<file path="src/rtl/axi_lite_master.sv">
// AXI-lite initiator: one command in flight, AW/W/B writes and AR/R reads.
// Define AXI_MASTER_TIMEOUT_EN to enable the watchdog that aborts a stalled transaction.
module axi_lite_master #(
   parameter int unsigned ADDR_W         = 32,
   parameter int unsigned DATA_W         = 32,
   parameter int unsigned TIMEOUT_CYCLES = 256
) (
   input  logic              ACLK,
   input  logic              ARESETn,
   input  logic              cmd_valid,
   output logic              cmd_ready,
   input  logic              cmd_write,
   input  logic [ADDR_W-1:0] cmd_addr,
   input  logic [DATA_W-1:0] cmd_wdata,
   output logic              rsp_valid,
   input  logic              rsp_ready,
   output logic              rsp_write,
   output logic [DATA_W-1:0] rsp_rdata,
   output logic              rsp_err,
   output logic [ADDR_W-1:0] AWADDR,
   output logic              AWVALID,
   input  logic              AWREADY,
   output logic [DATA_W-1:0] WDATA,
   output logic              WVALID,
   input  logic              WREADY,
   input  logic              BVALID,
   output logic              BREADY,
   output logic [ADDR_W-1:0] ARADDR,
   output logic              ARVALID,
   input  logic              ARREADY,
   input  logic [DATA_W-1:0] RDATA,
   input  logic              RVALID,
   output logic              RREADY
);

   typedef enum logic [2:0] {
      StIdle,
      StWr,
      StWrResp,
      StRdAddr,
      StRdData,
      StRsp
   } state_e;

   state_e            state_q, state_d;
   logic              awvalid_q, awvalid_d;
   logic              wvalid_q, wvalid_d;
   logic              arvalid_q, arvalid_d;
   logic [ADDR_W-1:0] awaddr_q, awaddr_d;
   logic [ADDR_W-1:0] araddr_q, araddr_d;
   logic [DATA_W-1:0] wdata_q, wdata_d;
   logic [DATA_W-1:0] rsp_rdata_q, rsp_rdata_d;
   logic              rsp_write_q, rsp_write_d;
   logic              rsp_err_q, rsp_err_d;
   logic              hs;
   logic              timeout;

`ifdef AXI_MASTER_TIMEOUT_EN
   localparam int unsigned CntW = $clog2(TIMEOUT_CYCLES + 1);

   logic [CntW-1:0] cnt_q, cnt_d;
   logic            waiting;

   assign waiting = (state_q == StWr) || (state_q == StWrResp) ||
                    (state_q == StRdAddr) || (state_q == StRdData);
   assign timeout = waiting && (cnt_q == CntW'(TIMEOUT_CYCLES - 1));
   // Idle/Rsp hold the counter at zero, so entering a wait state starts fresh.
   assign cnt_d   = (!waiting || hs) ? '0 : cnt_q + 1'b1;

   always_ff @(posedge ACLK or negedge ARESETn) begin
      if (!ARESETn) begin
         cnt_q <= '0;
      end else begin
         cnt_q <= cnt_d;
      end
   end
`else
   logic unused_timeout;

   assign timeout        = 1'b0;
   assign unused_timeout = ^{TIMEOUT_CYCLES, hs};
`endif

   always_comb begin
      state_d     = state_q;
      awvalid_d   = awvalid_q;
      wvalid_d    = wvalid_q;
      arvalid_d   = arvalid_q;
      awaddr_d    = awaddr_q;
      araddr_d    = araddr_q;
      wdata_d     = wdata_q;
      rsp_write_d = rsp_write_q;
      rsp_rdata_d = rsp_rdata_q;
      rsp_err_d   = rsp_err_q;
      hs          = 1'b0;

      case (state_q)
         StIdle: begin
            if (cmd_valid) begin
               if (cmd_write) begin
                  awaddr_d  = cmd_addr;
                  wdata_d   = cmd_wdata;
                  awvalid_d = 1'b1;
                  wvalid_d  = 1'b1;
                  state_d   = StWr;
               end else begin
                  araddr_d  = cmd_addr;
                  arvalid_d = 1'b1;
                  state_d   = StRdAddr;
               end
            end
         end
         StWr: begin
            if (awvalid_q && AWREADY) begin
               awvalid_d = 1'b0;
               hs        = 1'b1;
            end
            if (wvalid_q && WREADY) begin
               wvalid_d = 1'b0;
               hs       = 1'b1;
            end
            if (!awvalid_d && !wvalid_d) begin
               state_d = StWrResp;
            end
         end
         StWrResp: begin
            if (BVALID) begin
               rsp_write_d = 1'b1;
               rsp_rdata_d = '0;
               hs          = 1'b1;
               state_d     = StRsp;
            end
         end
         StRdAddr: begin
            if (ARREADY) begin
               arvalid_d = 1'b0;
               hs        = 1'b1;
               state_d   = StRdData;
            end
         end
         StRdData: begin
            if (RVALID) begin
               rsp_write_d = 1'b0;
               rsp_rdata_d = RDATA;
               hs          = 1'b1;
               state_d     = StRsp;
            end
         end
         StRsp: begin
            if (rsp_ready) begin
               rsp_err_d = 1'b0;
               state_d   = StIdle;
            end
         end
         default: begin
            state_d = StIdle;
         end
      endcase

      // A handshake landing in the same cycle wins over the watchdog.
      if (timeout && !hs) begin
         awvalid_d   = 1'b0;
         wvalid_d    = 1'b0;
         arvalid_d   = 1'b0;
         rsp_write_d = (state_q == StWr) || (state_q == StWrResp);
         rsp_rdata_d = '0;
         rsp_err_d   = 1'b1;
         state_d     = StRsp;
      end
   end

   always_ff @(posedge ACLK or negedge ARESETn) begin
      if (!ARESETn) begin
         state_q     <= StIdle;
         awvalid_q   <= 1'b0;
         wvalid_q    <= 1'b0;
         arvalid_q   <= 1'b0;
         awaddr_q    <= '0;
         araddr_q    <= '0;
         wdata_q     <= '0;
         rsp_write_q <= 1'b0;
         rsp_rdata_q <= '0;
         rsp_err_q   <= 1'b0;
      end else begin
         state_q     <= state_d;
         awvalid_q   <= awvalid_d;
         wvalid_q    <= wvalid_d;
         arvalid_q   <= arvalid_d;
         awaddr_q    <= awaddr_d;
         araddr_q    <= araddr_d;
         wdata_q     <= wdata_d;
         rsp_write_q <= rsp_write_d;
         rsp_rdata_q <= rsp_rdata_d;
         rsp_err_q   <= rsp_err_d;
      end
   end

   assign cmd_ready = (state_q == StIdle);
   assign rsp_valid = (state_q == StRsp);
   assign BREADY    = (state_q == StWrResp);
   assign RREADY    = (state_q == StRdData);
   assign AWVALID   = awvalid_q;
   assign WVALID    = wvalid_q;
   assign ARVALID   = arvalid_q;
   assign AWADDR    = awaddr_q;
   assign ARADDR    = araddr_q;
   assign WDATA     = wdata_q;
   assign rsp_write = rsp_write_q;
   assign rsp_rdata = rsp_rdata_q;
   assign rsp_err   = rsp_err_q;

endmodule
</file>
<file path="config.mk">
export PLATFORM = sky130hd
export DESIGN_NAME = axi_lite_master
export DESIGN_NICKNAME = d
export VERILOG_FILES = /design/src/rtl/axi_lite_master.sv
export SDC_FILE = /design/constraint.sdc
export NUM_CORES = 1
export LEC_CHECK = 0
export ABC_AREA = 1
export CAP_MARGIN = 20
export CORE_UTILIZATION = 25
export DETAILED_ROUTE_END_ITERATION = 7
export GPL_TIMING_DRIVEN = 0
export SYNTH_ARGS = -nofsm -noshare
export SYNTH_HDL_FRONTEND = slang
export SYNTH_SLANG_ARGS = --single-unit
</file>
<file path="constraint.sdc">
create_clock -name ACLK -period 1.7 [get_ports ACLK]
set_clock_uncertainty 0.2 [all_clocks]
set_input_delay 0.34 -clock ACLK [delete_from_list [all_inputs] [get_ports ACLK]]
set_output_delay 0.34 -clock ACLK [all_outputs]
set_load 0.005 [all_outputs]
</file>
==> impl_metrics.env <==
export IMPL_outcome="complete, but fails checks"
export IMPL_violations="setup timing"
export IMPL_vias_per_cell=4.10
export IMPL_die_h_um=148
export IMPL_whs_ps=259
export IMPL_ys_warn_count=0
export IMPL_yosysSeqAreaShare=0.635
export IMPL_rsz0062_at_grt="true"
export IMPL_ios=243
export IMPL_core_area_sq_um=21000
export IMPL_cp_top_family="buffers and inverters"
export IMPL_clk_latency_ps=420
export IMPL_worstPathCellList="buf_6 > inv_2 > nor3_4 > buf_2"
export IMPL_num_vias=4819
export IMPL_mostFrequentLayoutCells="nand2_1 (257), dfrtp_1 (134), dlygate4sd2_1 (132), clkdlybuf4s50_1 (104), inv_1 (43)"
export IMPL_cp_start_kind="register"
export IMPL_timing_rr_start="state_q[2]"
export IMPL_place_area_sq_um=8110
export IMPL_antenna_found_initial=0
export IMPL_finalMaxSlewViolations=0
export IMPL_numCtsBuffers=17
export IMPL_seq_area_sq_um=3380
export IMPL_syn_cell_area_sq_um=5320
export IMPL_nNetsFinal=992
export IMPL_drtIter0Drc=161
export IMPL_fin_util=0.458
export IMPL_finalSetupViolations=116
export IMPL_dp_slack_ps=-562
export IMPL_power_total_mw=16.2
export IMPL_slew_headroom=0.582
export IMPL_leakage_nw=5.09
export IMPL_syn_nets=686
export IMPL_slowest_stage="dfrtp_1"
export IMPL_synth_top_cell_by_area="dfrtp_1"
export IMPL_layout_cells_non_filler=1174
export IMPL_dp_cells=1097
export IMPL_regToRegEndpoint="WDATA[5]"
export IMPL_fill_cells=2020
export IMPL_ys_seq_elements=135
export IMPL_grt_max_degree=72
export IMPL_start_util=0.254
export IMPL_powerDensity_nw_per_um2=1690
export IMPL_critical_path_class="reg2out"
export IMPL_worstPathRequired_ps=1160
export IMPL_crit_path_end_kind="primary output"
export IMPL_syn_to_final_growth_pct=80.3
export IMPL_period_share=1.09
export IMPL_cts_buffer_depth=2
export IMPL_cts_root_buf="clkbuf_16"
export IMPL_min_path_cells=3
export IMPL_grt_use_total=0.161
export IMPL_cts_tree="done"
export IMPL_min_to="WDATA[25]"
export IMPL_antenna_cells=0
export IMPL_postRouteAntennaNets=0
export IMPL_rows=53
export IMPL_worstPathArrival_ps=1310
export IMPL_die_area_sq_um=21900
export IMPL_grt_pass1_vias=4865
export IMPL_ir_drop_v=0.000575
export IMPL_hold_start="cmd_wdata[25]"
export IMPL_cap_violations=0
export IMPL_drc=0
export IMPL_drt_pre_antenna_iters=4
export IMPL_grt_pass1_wl_um=26600
export IMPL_max_stage_delay_ps=340
export IMPL_gp_congestion=0.749
export IMPL_ys_top_cells_by_area="dfrtp_1 (63%), nand2_1 (19%), o21ai_0 (4.6%)"
export IMPL_reg2reg_depth=11
export IMPL_tightest_slew_ps=627
export IMPL_cp_num_buf_inv=3
export IMPL_wl_um=17600
export IMPL_setup_tns_ps=-8820
export IMPL_syn_avg_cell_area_sq_um=9.18
export IMPL_min_delay_path_class="in2reg"
export IMPL_critPathMaxFanout=6
export IMPL_port_buffers=241
export IMPL_multi_input_area_sq_um=1720
export IMPL_synth_top_area_frac=0.635
export IMPL_clkTransAtPathRegs_ps=60
export IMPL_fmax_ghz=0.539
export IMPL_drive_gt1_frac=0.185
export IMPL_grt_overflow=0
export IMPL_cts_max_level=4
export IMPL_wl_per_cell_um=15.0
export IMPL_post_dp_hpwl_um=11400
export IMPL_yosysUniqueCellTypes=24
export IMPL_final_common_cell="nand2_1"
export IMPL_reg2reg_slack_ps=-150
export IMPL_hold_violations=0
export IMPL_synthCells=580
export IMPL_die_width_um=148
export IMPL_final_setup_worst_slack_ps=-154
export IMPL_clock_sinks=135
export IMPL_fin_crit_ps=1850
export IMPL_fin_area_sq_um=9600
## sequential cells by signal, indices dropped and copies added, names as in the netlist
name and flops:
ARADDR 32, ARVALID 1, AWADDR 32, AWVALID 1
WDATA 32, WVALID 1, rsp_rdata 32, rsp_write 1
state_q 3
## cells in the mapped netlist, drive strengths merged
cell    instances
a21oi           2
a22oi           1
buf            23
clkbuf          6
conb            1
dfrtp         135
inv            49
nand2         277
nand3           5
nand3b          1
nand4           1
nor2            7
nor3            2
o21ai          69
o21bai          1
## power by group
group	internal (mW)	switching (mW)	total, mW
clock	2.88	1.45	4.32
combinational	3.52	3.02	6.54
sequential	4.61	0.728	5.34
## area by class of cell
class	instances	share of cell area
multi-input combinational	368	0.179
clock inverter	11	0.0228
sequential	135	0.352
inverter	49	0.0207
clock buffer	21	0.0490
tap	275	0.0358
timing repair buffer	287	0.297
buffer	28	0.0431
## worst max path at each step
stage               start    endpoint  depth (start not counted)
2_1_floorplan  state_q[2]   WDATA[10]                          9
3_3_place_gp      ARESETn  ARADDR[26]                          1
3_5_place_dp    cmd_valid  AWADDR[11]                          6
4_1_cts        state_q[0]    WDATA[1]                         11
5_1_grt        state_q[2]   WDATA[10]                         11
6_report       state_q[2]      RREADY                          4
## cells by family (layout without fill, tap and decap cells)
logic type / Yosys count / after routing / share of synthesized area
AOI/OAI and AO/OA: 73 / 74 / 0.0712
buffers and inverters: 78 / 396 / 0.0752
DFF: 135 / 135 / 0.635
other: 1 / 1 / 0.000705
and+or+nand+nor: 293 / 293 / 0.218
## routing by layer
layer | wire length (um) | share of wire | global-route usage
met3 | 1380 | 0.078 | 0.0596
met2 | 8470 | 0.48 | 0.264
met5 | 0 | 0 | 0
met1 | 7580 | 0.43 | 0.195
met4 | 209 | 0.012 | 0.0500
## worst register-to-register path, cell delays in order, from the launching register on
cell,delay (ps)
dfrtp_1,370
buf_6,140
nor2_4,130
nand2_4,70
buf_12,130
nor2_8,120
inv_6,70
buf_12,130
buf_12,130
buf_8,140
nand2_1,50
nand2_1,50
## repair_timing
| item | 4_1_cts | 5_1_grt |
|---|---|---|
| pin swaps | 7 | 9 |
| gates cloned | 9 | 6 |
| setup endpoints to repair | 235 | 139 |
| buffers inserted | 27 | 4 |
| resized for setup | 277 | 39 |
| hold endpoints to repair | 64 | 0 |
| hold buffers | 1 | 0 |
Note: power is estimated with default switching activity, not from simulation.
